==> src/rtl/mem_controller.sv <==
// Byte-wide RAM/IO bus sequencer arbitrating between instruction fetch and the load/store buffer.
// Multi-byte accesses are serialised into one byte per cycle; reads return one cycle late.
module mem_controller #(
  parameter int unsigned ADDR_WIDTH = 32,
  parameter logic [1:0]  IO_ADDR_HI = 2'b11
) (
  input  logic                  Sys_clk,
  input  logic                  Sys_rst_n,
  input  logic                  Sys_rdy,
  input  logic                  RoB_clear,
  input  logic [7:0]            mem_din,
  output logic [7:0]            mem_dout,
  output logic [ADDR_WIDTH-1:0] mem_a,
  output logic                  mem_wr,
  input  logic                  io_buffer_full,
  input  logic                  IFMC_en,
  input  logic [ADDR_WIDTH-1:0] IFMC_addr,
  output logic                  MCIF_en,
  output logic [31:0]           MCIF_data,
  input  logic                  LSBMC_en,
  input  logic                  LSBMC_wr,
  input  logic [1:0]            LSBMC_data_width,
  input  logic [31:0]           LSBMC_data,
  input  logic [ADDR_WIDTH-1:0] LSBMC_addr,
  output logic                  MCLSB_ready,
  output logic                  MCLSB_en,
  output logic [7:0]            MCLSB_data,
  output logic [1:0]            MCLSB_data_number,
  output logic                  MCLSB_wr_done
);

  typedef enum logic [1:0] {StIdle, StIfRead, StLsbRead, StLsbWrite} state_e;

  state_e                state_q, state_d;
  logic [2:0]            cnt_q, cnt_d;
  logic [ADDR_WIDTH-1:0] addr_q, addr_d;
  logic [1:0]            op_last_q, op_last_d;
  logic                  last_grant_lsb_q, last_grant_lsb_d;
  logic                  lsb_pending_q, lsb_pending_d;
  logic                  lsb_rd_q, lsb_rd_d;
  logic [1:0]            lsb_last_q, lsb_last_d;
  logic [31:0]           lsb_data_q, lsb_data_d;
  logic [ADDR_WIDTH-1:0] lsb_addr_q, lsb_addr_d;
  logic [23:0]           word_q, word_d;
  logic [ADDR_WIDTH-1:0] mem_a_q, mem_a_d;
  logic [7:0]            mem_dout_q, mem_dout_d;
  logic                  mem_wr_q, mem_wr_d;
  logic                  mcif_en_q, mcif_en_d;
  logic [31:0]           mcif_data_q, mcif_data_d;
  logic                  mclsb_en_q, mclsb_en_d;
  logic [7:0]            mclsb_data_q, mclsb_data_d;
  logic [1:0]            mclsb_num_q, mclsb_num_d;
  logic                  wr_done_q, wr_done_d;

  logic                  mclsb_ready;
  logic                  lsb_take;
  logic                  if_req;
  logic                  grant_lsb;
  logic                  grant_if;
  logic                  io_stall;
  logic [2:0]            cnt_inc;
  logic [2:0]            last_p1;
  logic [1:0]            cap_idx;
  logic [1:0]            byte_sel;
  logic [ADDR_WIDTH-1:0] next_addr;

  // Width code 1 -> 1 byte, 2 -> 2 bytes, anything else -> 4 bytes; stored as last byte index.
  function automatic logic [1:0] width_to_last(input logic [1:0] w);
    unique case (w)
      2'd1:    return 2'd0;
      2'd2:    return 2'd1;
      default: return 2'd3;
    endcase
  endfunction

  assign mclsb_ready = !lsb_pending_q && (state_q != StLsbRead) && (state_q != StLsbWrite);
  assign lsb_take    = LSBMC_en && mclsb_ready;
  // The fetch request is still high in the cycle MCIF_en pulses; don't refetch it.
  assign if_req      = IFMC_en && !mcif_en_q;
  assign grant_lsb   = lsb_pending_q && (!if_req || !last_grant_lsb_q);
  assign grant_if    = if_req && !grant_lsb;
  assign io_stall    = (mem_a_q[17:16] == IO_ADDR_HI) && io_buffer_full;
  assign cnt_inc     = cnt_q + 3'd1;
  assign last_p1     = {1'b0, op_last_q} + 3'd1;
  assign cap_idx     = cnt_q[1:0] - 2'd1;
  assign byte_sel    = cnt_inc[1:0];
  assign next_addr   = addr_q + ADDR_WIDTH'(cnt_inc);

  always_comb begin
    state_d          = state_q;
    cnt_d            = cnt_q;
    addr_d           = addr_q;
    op_last_d        = op_last_q;
    last_grant_lsb_d = last_grant_lsb_q;
    lsb_pending_d    = lsb_pending_q;
    lsb_rd_d         = lsb_rd_q;
    lsb_last_d       = lsb_last_q;
    lsb_data_d       = lsb_data_q;
    lsb_addr_d       = lsb_addr_q;
    word_d           = word_q;
    mem_a_d          = mem_a_q;
    mem_dout_d       = mem_dout_q;
    mem_wr_d         = mem_wr_q;
    mcif_en_d        = 1'b0;
    mcif_data_d      = mcif_data_q;
    mclsb_en_d       = 1'b0;
    mclsb_data_d     = mclsb_data_q;
    mclsb_num_d      = mclsb_num_q;
    wr_done_d        = 1'b0;

    if (lsb_take) begin
      lsb_pending_d = 1'b1;
      lsb_rd_d      = LSBMC_wr;
      lsb_last_d    = width_to_last(LSBMC_data_width);
      lsb_data_d    = LSBMC_data;
      lsb_addr_d    = LSBMC_addr;
    end

    unique case (state_q)
      StIdle: begin
        if (!RoB_clear) begin
          if (grant_lsb) begin
            state_d          = lsb_rd_q ? StLsbRead : StLsbWrite;
            lsb_pending_d    = 1'b0;
            last_grant_lsb_d = 1'b1;
            addr_d           = lsb_addr_q;
            op_last_d        = lsb_last_q;
            cnt_d            = 3'd0;
            mem_a_d          = lsb_addr_q;
            mem_wr_d         = !lsb_rd_q;
            mem_dout_d       = lsb_data_q[7:0];
          end else if (grant_if) begin
            state_d          = StIfRead;
            last_grant_lsb_d = 1'b0;
            addr_d           = IFMC_addr;
            op_last_d        = 2'd3;
            cnt_d            = 3'd0;
            mem_a_d          = IFMC_addr;
            mem_wr_d         = 1'b0;
          end
        end
      end
      StIfRead, StLsbRead: begin
        if (RoB_clear) begin
          state_d = StIdle;
        end else begin
          // mem_din carries the byte addressed one cycle earlier.
          if (cnt_q != 3'd0) begin
            if (state_q == StIfRead) begin
              unique case (cap_idx)
                2'd0: word_d[7:0]   = mem_din;
                2'd1: word_d[15:8]  = mem_din;
                2'd2: word_d[23:16] = mem_din;
                2'd3: begin
                  mcif_en_d   = 1'b1;
                  mcif_data_d = {mem_din, word_q};
                end
              endcase
            end else begin
              mclsb_en_d   = 1'b1;
              mclsb_data_d = mem_din;
              mclsb_num_d  = cap_idx;
            end
          end
          if (cnt_q < {1'b0, op_last_q}) begin
            mem_a_d = next_addr;
          end
          if (cnt_q == last_p1) begin
            state_d = StIdle;
          end else begin
            cnt_d = cnt_inc;
          end
        end
      end
      StLsbWrite: begin
        // Committed stores ignore RoB_clear; an IO byte holds while the UART is full.
        if (!io_stall) begin
          if (cnt_q == {1'b0, op_last_q}) begin
            mem_wr_d  = 1'b0;
            wr_done_d = 1'b1;
            state_d   = StIdle;
          end else begin
            cnt_d      = cnt_inc;
            mem_a_d    = next_addr;
            mem_dout_d = lsb_data_q[{byte_sel, 3'b000} +: 8];
          end
        end
      end
    endcase

    if (RoB_clear) begin
      lsb_pending_d = 1'b0;
    end
  end

  always_ff @(posedge Sys_clk or negedge Sys_rst_n) begin
    if (!Sys_rst_n) begin
      state_q          <= StIdle;
      cnt_q            <= 3'd0;
      addr_q           <= '0;
      op_last_q        <= 2'd0;
      last_grant_lsb_q <= 1'b0;
      lsb_pending_q    <= 1'b0;
      lsb_rd_q         <= 1'b0;
      lsb_last_q       <= 2'd0;
      lsb_data_q       <= 32'd0;
      lsb_addr_q       <= '0;
      word_q           <= 24'd0;
      mem_a_q          <= '0;
      mem_dout_q       <= 8'd0;
      mem_wr_q         <= 1'b0;
      mcif_en_q        <= 1'b0;
      mcif_data_q      <= 32'd0;
      mclsb_en_q       <= 1'b0;
      mclsb_data_q     <= 8'd0;
      mclsb_num_q      <= 2'd0;
      wr_done_q        <= 1'b0;
    end else if (Sys_rdy) begin
      state_q          <= state_d;
      cnt_q            <= cnt_d;
      addr_q           <= addr_d;
      op_last_q        <= op_last_d;
      last_grant_lsb_q <= last_grant_lsb_d;
      lsb_pending_q    <= lsb_pending_d;
      lsb_rd_q         <= lsb_rd_d;
      lsb_last_q       <= lsb_last_d;
      lsb_data_q       <= lsb_data_d;
      lsb_addr_q       <= lsb_addr_d;
      word_q           <= word_d;
      mem_a_q          <= mem_a_d;
      mem_dout_q       <= mem_dout_d;
      mem_wr_q         <= mem_wr_d;
      mcif_en_q        <= mcif_en_d;
      mcif_data_q      <= mcif_data_d;
      mclsb_en_q       <= mclsb_en_d;
      mclsb_data_q     <= mclsb_data_d;
      mclsb_num_q      <= mclsb_num_d;
      wr_done_q        <= wr_done_d;
    end
  end

  assign mem_a             = mem_a_q;
  assign mem_dout          = mem_dout_q;
  assign mem_wr            = mem_wr_q && Sys_rdy && !io_stall;
  assign MCIF_en           = mcif_en_q;
  assign MCIF_data         = mcif_data_q;
  assign MCLSB_ready       = mclsb_ready;
  assign MCLSB_en          = mclsb_en_q;
  assign MCLSB_data        = mclsb_data_q;
  assign MCLSB_data_number = mclsb_num_q;
  assign MCLSB_wr_done     = wr_done_q;

endmodule

==> config.mk <==
export PLATFORM = sky130hd
export DESIGN_NAME = mem_controller
export DESIGN_NICKNAME = d
export VERILOG_FILES = /design/src/rtl/mem_controller.sv
export SDC_FILE = /design/constraint.sdc
export NUM_CORES = 1
export LEC_CHECK = 0
export CORE_ASPECT_RATIO = 1.2
export CORE_MARGIN = 4
export CORE_UTILIZATION = 47
export DETAILED_ROUTE_END_ITERATION = 8
export PLACE_DENSITY = 0.89
export SETUP_SLACK_MARGIN = 0.4
export SLEW_MARGIN = 20
export SYNTH_ARGS = -nofsm -noshare
export SYNTH_HDL_FRONTEND = slang
export SYNTH_SLANG_ARGS = --single-unit
==> constraint.sdc <==
create_clock -name Sys_clk -period 2.9 [get_ports Sys_clk]
set_input_delay 0.87 -clock Sys_clk [delete_from_list [all_inputs] [get_ports Sys_clk]]
set_output_delay 0.87 -clock Sys_clk [all_outputs]
set_load 0.01 [all_outputs]
# Word level (Yosys, flattened, before mapping)
# Index checks and enable logic that the tools add are counted.
totals:
  reg_bits: 218
  out_inout_bits: 87
  word_cells: 144
  in_bits: 114
op_classes:
  bitwise: 2
  n_mux: 56
  order_cmp: 1
  n_reduce_logical: 35
  n_eq_ne: 23
  n_addsub: 4
  shifts: 1
ops:
  columns: ["op", "n"]
  rows:
  - ["2-to-1 mux 32 bit", 7]
  - ["one-hot mux 32 bit (3 select lines)", 1]
  - ["AND reduction 6 bit", 7]
  - ["adder 32 x 3 -> 32 bit", 1]
  - ["2-to-1 mux 8 bit", 4]
  - ["variable part select 32 x 6 -> 8 bit", 1]
  - ["2-to-1 mux 1 bit", 23]
  - ["2-to-1 mux 3 bit", 7]
  - ["inequality test 2 bit (second input constant)", 10]
  - ["2-to-1 mux 2 bit", 9]
  - ["one-hot mux 8 bit (2 select lines)", 1]
  - ["AND reduction 7 bit", 2]
  - ["equality test 2 bit (second input constant)", 6]
  - ["logical AND 1 bit", 9]
  - ["one-hot mux 3 bit (3 select lines)", 1]
  - ["logical NOT 1 bit", 7]
  - ["equality test 2 x 1 -> 1 bit (second input constant)", 3]
  - ["inequality test 3 bit (second input constant)", 2]
  - ["one-hot mux 2 bit (3 select lines)", 1]
  - ["AND reduction 5 bit", 1]
  - ["logical NOT 2 bit", 2]
  - ["one-hot mux 2 bit (2 select lines)", 1]
  - ["AND reduction 4 bit", 1]
  - ["nonzero test 2 bit", 2]
  - ["other kinds (12)", 13]

# Depth between registers and ports, before layout
depth:
  ltp_word: 11
  ltp_mapped: 10

# Worst setup path after synthesis
# No wires, ideal clock.
synth_path:
  path_type: "reg-to-reg"
  startpoint: "register cnt_q[0]"
  endpoint: "register mem_a_q[14], in the netlist mem_a[14]"
  path_slack_ps: -271
  period_less_slack_ps: 3171
  required_ps: 2774
  arrival_time_ps: 3045
  n_path_buf: 1
  stages_incl_launch_ff: 11
  path_cell_list: "dfrtp_1 clkbuf_1 inv_1 ha_1 inv_2 fa_1 nand2b_1 a211oi_2 nand3_1 xnor2_1 a221o_1"
synth_via:
  elab_chain_cells: 5
  word_cells_on_any_way: 12
  classes_between: "add/sub (2); order compare (1); eq/ne (3); mux (5); reduce/logical (1)"
synth_rtl:
  columns: ["element", "line", "source"]
  rows:
  - ["start, declared", "35", "logic [2:0] cnt_q, cnt_d;"]
  - ["start signal, assigned", "220", "cnt_q <= cnt_d;"]
  - ["adder 3 x 1 -> 3 bit", "83", "assign cnt_inc = cnt_q + 3'd1;"]
  - ["adder 32 x 3 -> 32 bit", "87", "assign next_addr = addr_q + ADDR_WIDTH'(cnt_inc);"]
  - ["2-to-1 mux 32 bit, on equally long branches", "178, 165", null]
  - ["2-to-1 mux 32 bit, on equally long branches", "177, 144", null]
  - ["one-hot mux 32 bit (3 select lines)", "119", "unique case (state_q)"]
  - ["end signal, assigned", "230", "mem_a_q <= mem_a_d;"]
  - ["end, declared", "45", "logic [ADDR_WIDTH-1:0] mem_a_q, mem_a_d;"]
# Parallel ways exist; a longest one is shown, timed or not. The select of a mux whose other input is x is not followed.
# A chain may end at the register's enable or synchronous reset.

# Worst setup path in the final report
layout_path:
  startpoint: "register cnt_q[0]"
  endpoint: "register mem_a_q[28], in the netlist mem_a[28]"
# The elaborated chain is that of the path after synthesis.

==> qor.txt <==
Final hold violation count = 0
Reg-to-reg slack, setup = 330 ps
Switching part of the total = 0.3686
Reg-to-Reg Start = cnt_q[0]$_DFFE_PN0P_
Post-synthesis cell count = 980
Final setup viols = 0
Worst-path clk slew = 60 ps
Critical path required time = 3290 ps
Overall Global Routing Usage = 0.2236
Clock Latency Late Sink = 520 ps
Cts hold-fix bufs = 0
Routed len/inst = 18.65 µm
Worst VDD drop = 644.0 µV
Die area = 24,050 µm²
First-pass GRT wire length = 43,380 µm
Ys flop type = dfrtp_1
Core Util, Final = 0.6509
Area delta synth->final = 35.23%
Tot Pwr = 14.78 mW
EDFF count, synth = 0
DR pass1 iterations = 6
Dpl hpwl = 19,470 µm
Pin count of the biggest net entering global routing = 71
Comb pwr share = 0.437
Max H-tree Level = 1
R2r endpoint = mem_a[28]$_DFFE_PN0P_
Yosys warning total = 0
Startpoint types = flip-flop
Final worst slack = 325.2 ps
Status = complete, no violations
Synth Cell Area = 10,160 µm²
Sequential share of power = 0.362
Static leakage = 6.458 nW
Total of max-cap violations = 0
Share of synthesized flip-flops with an asynchronous set or reset = 1.000
Sw power = 5.448 mW
Flops & latches, synth = 218
Routed Antenna Nets = 0
RSZ-0062 raised after global routing = yes
Multi-input gate area = 4599 µm²
Design area = 13,750 µm²
Initial core utilization = 0.4813
Hold Crit Class = input port to async pin
Fin Hold WS = 333.7 ps
Arr. time, crit path = 2960 ps
Setup Skew = 17.05 ps
Worst-margin pin slew = 641.2 ps
Final Max Slew Viols = 0
Syn nets = 1,112
Synth top area share = 0.5367
Synth area leader = dfrtp_1
Most common cell after layout, fill and taps aside = nand2_1
Layout Cells excl Fill = 1,492
Syn_area_per_cell = 10.37 µm²
Critical path class = flip-flop to flip-flop
Fmax = 0.3884 GHz
Synth cell types = 64
Routed Wire Length = 27,830 µm
Pwr dens = 1075 nW/µm²
DRC viols = 0
DR iter-0 viols = 641
Max_slew headroom = 0.5726
Final net count = 1,338
Placement Cell Area = 12,700 µm²
CORE AREA = 21,120 µm²
Sink Count = 218
Sequential cell area = 5458 µm²
Routed vias = 8,263
Grt ovf = 0
Vias in the first global route = 8,228
Most frequent cells in the layout = nand2_1 (269), dfrtp_1 (216), clkdlybuf4s50_1 (195)
Largest cells by area after synthesis = dfrtp_1 (54%), nand2_1 (10%), mux2_2 (9.9%), mux2i_1 (3.4%), o21ai_0 (2.6%)
Share of cells above drive strength 1 = 0.1882
CTS buffer count = 23
Via density = 5.538
Die X = 142.3 µm
Internal Power = 9.331 mW
Placed cells = 1,434
Initial antenna violation count = 0
Post-Place Worst Slack = -171.4 ps
Ports = 201
Tmin final = 2575 ps
CP Capture Type = flip-flop
Die H = 169.1 µm
Input/output buffers = 200
Fill count = 1,525
Worst Path Max Fanout = 5
Worst reg-to-reg path cell count = 10
Setup TNS = 0 ps
Tcrit/Tclk final = 0.8879
Register area share after synthesis = 0.5367
Max Root-Sink Buffers = 3
N_diodes = 0
CTS tree = done
GPL Wtd Cong = 0.8894
Clk Tree Root Cell = clkbuf_16
Power share of the clock group = 0.202
Num rows = 58
## power by group through the flow
stage | sequential [mW] | clock (mW) | combinational (mW)
6_report | 5.34 | 2.98 | 6.45
5_1_grt | 5.51 | 3.17 | 7.02
4_1_cts | 5.32 | 3.03 | 6.17
3_5_place_dp | 5.35 | 0 | 5.95
3_3_place_gp | 5.27 | 0 | 5.77
2_1_floorplan | 5.29 | 0 | 3.47
## sequential cells by signal, summed over array words and instances (netlist names)
name	flops
op_last_q	2
MCLSB_data	8
mem_wr_q	1
last_grant_lsb_q	1
lsb_last_q	2
MCIF_data	32
addr_q	32
lsb_rd_q	1
word_q	24
state_q	2
mem_dout	8
lsb_addr_q	32
MCLSB_data_number	2
MCIF_en	1
mem_a	32
MCLSB_wr_done	1
MCLSB_en	1
lsb_data_q	32
lsb_pending_q	1
cnt_q	3
## synthesized netlist by cell type, types with 4 or more instances
cell type	n
xor2_1	13
mux2i_1	35
and3_1	6
o21ai_0	52
nand2_1	272
buf_2	17
a21oi_1	20
or3_1	6
a21o_1	5
nand4_1	11
nor3_1	12
o21a_1	10
mux2_2	89
nor2_1	33
inv_1	17
o22ai_1	15
ha_1	17
nor2b_1	4
dfrtp_1	218
clkbuf_1	29
xnor2_1	13
o211ai_1	8
nand2b_1	4
nand3_1	14
## layout make-up
cell class / count / area share
clock buffer: 33 / 0.04897
sequential: 218 / 0.3970
tap: 270 / 0.02458
clock inverter: 8 / 0.007282
timing repair buffer: 249 / 0.1815
inverter: 19 / 0.006008
multi-input combinational: 695 / 0.3346
## repair_timing
item | CTS | global route
setup buffers | 8 | 9
pin swaps | 3 | 7
gates resized for setup | 23 | 20
setup endpoints to repair | 22 | 58
endpoints found under the hold margin | 0 | 0
## routing by layer
layer	global-route usage	wire length (µm)	up-vias
met5	0	0	-
met3	0.03589	1939	92
met4	0.09432	1208	0
li1	-	-	3799
met1	0.2996	11240	4012
met2	0.3627	13440	360
## critical path, cell delays in order, from the launching register on
cell and delay [ps]:
dfrtp_2 440, clkinvlp_4 150, ha_4 320, inv_8 30, fa_2 350, nand2b_4 190
a211oi_4 270, buf_6 140, nand4_1 120, xnor2_1 170, a211o_1 260
## cells by family after synthesis
| logic type | synth area share |
|---|---|
| buf+inv | 0.02720 |
| flops | 0.5367 |
| mux | 0.1331 |
| xor+xnor | 0.02240 |
| simple gates | 0.1694 |
| compound gates | 0.08838 |
| fa+ha+maj | 0.02289 |
## worst max path at each step
stage | from | to | slack, ps | cells past startpoint
6_report | cnt_q[0]$_DFFE_PN0P_ | mem_a[28]$_DFFE_PN0P_ | 330 | 10
5_1_grt | cnt_q[0]$_DFFE_PN0P_ | mem_a[28]$_DFFE_PN0P_ | 240 | 10
4_1_cts | cnt_q[0]$_DFFE_PN0P_ | mem_a[28]$_DFFE_PN0P_ | 370 | 10
3_5_place_dp | io_buffer_full | mem_wr | -170 | 4
3_3_place_gp | io_buffer_full | mem_wr | -190 | 4
2_1_floorplan | cnt_q[0]$_DFFE_PN0P_ | mem_a[14]$_DFFE_PN0P_ | 290 | 10
Note: power is estimated with default switching activity, not from simulation.
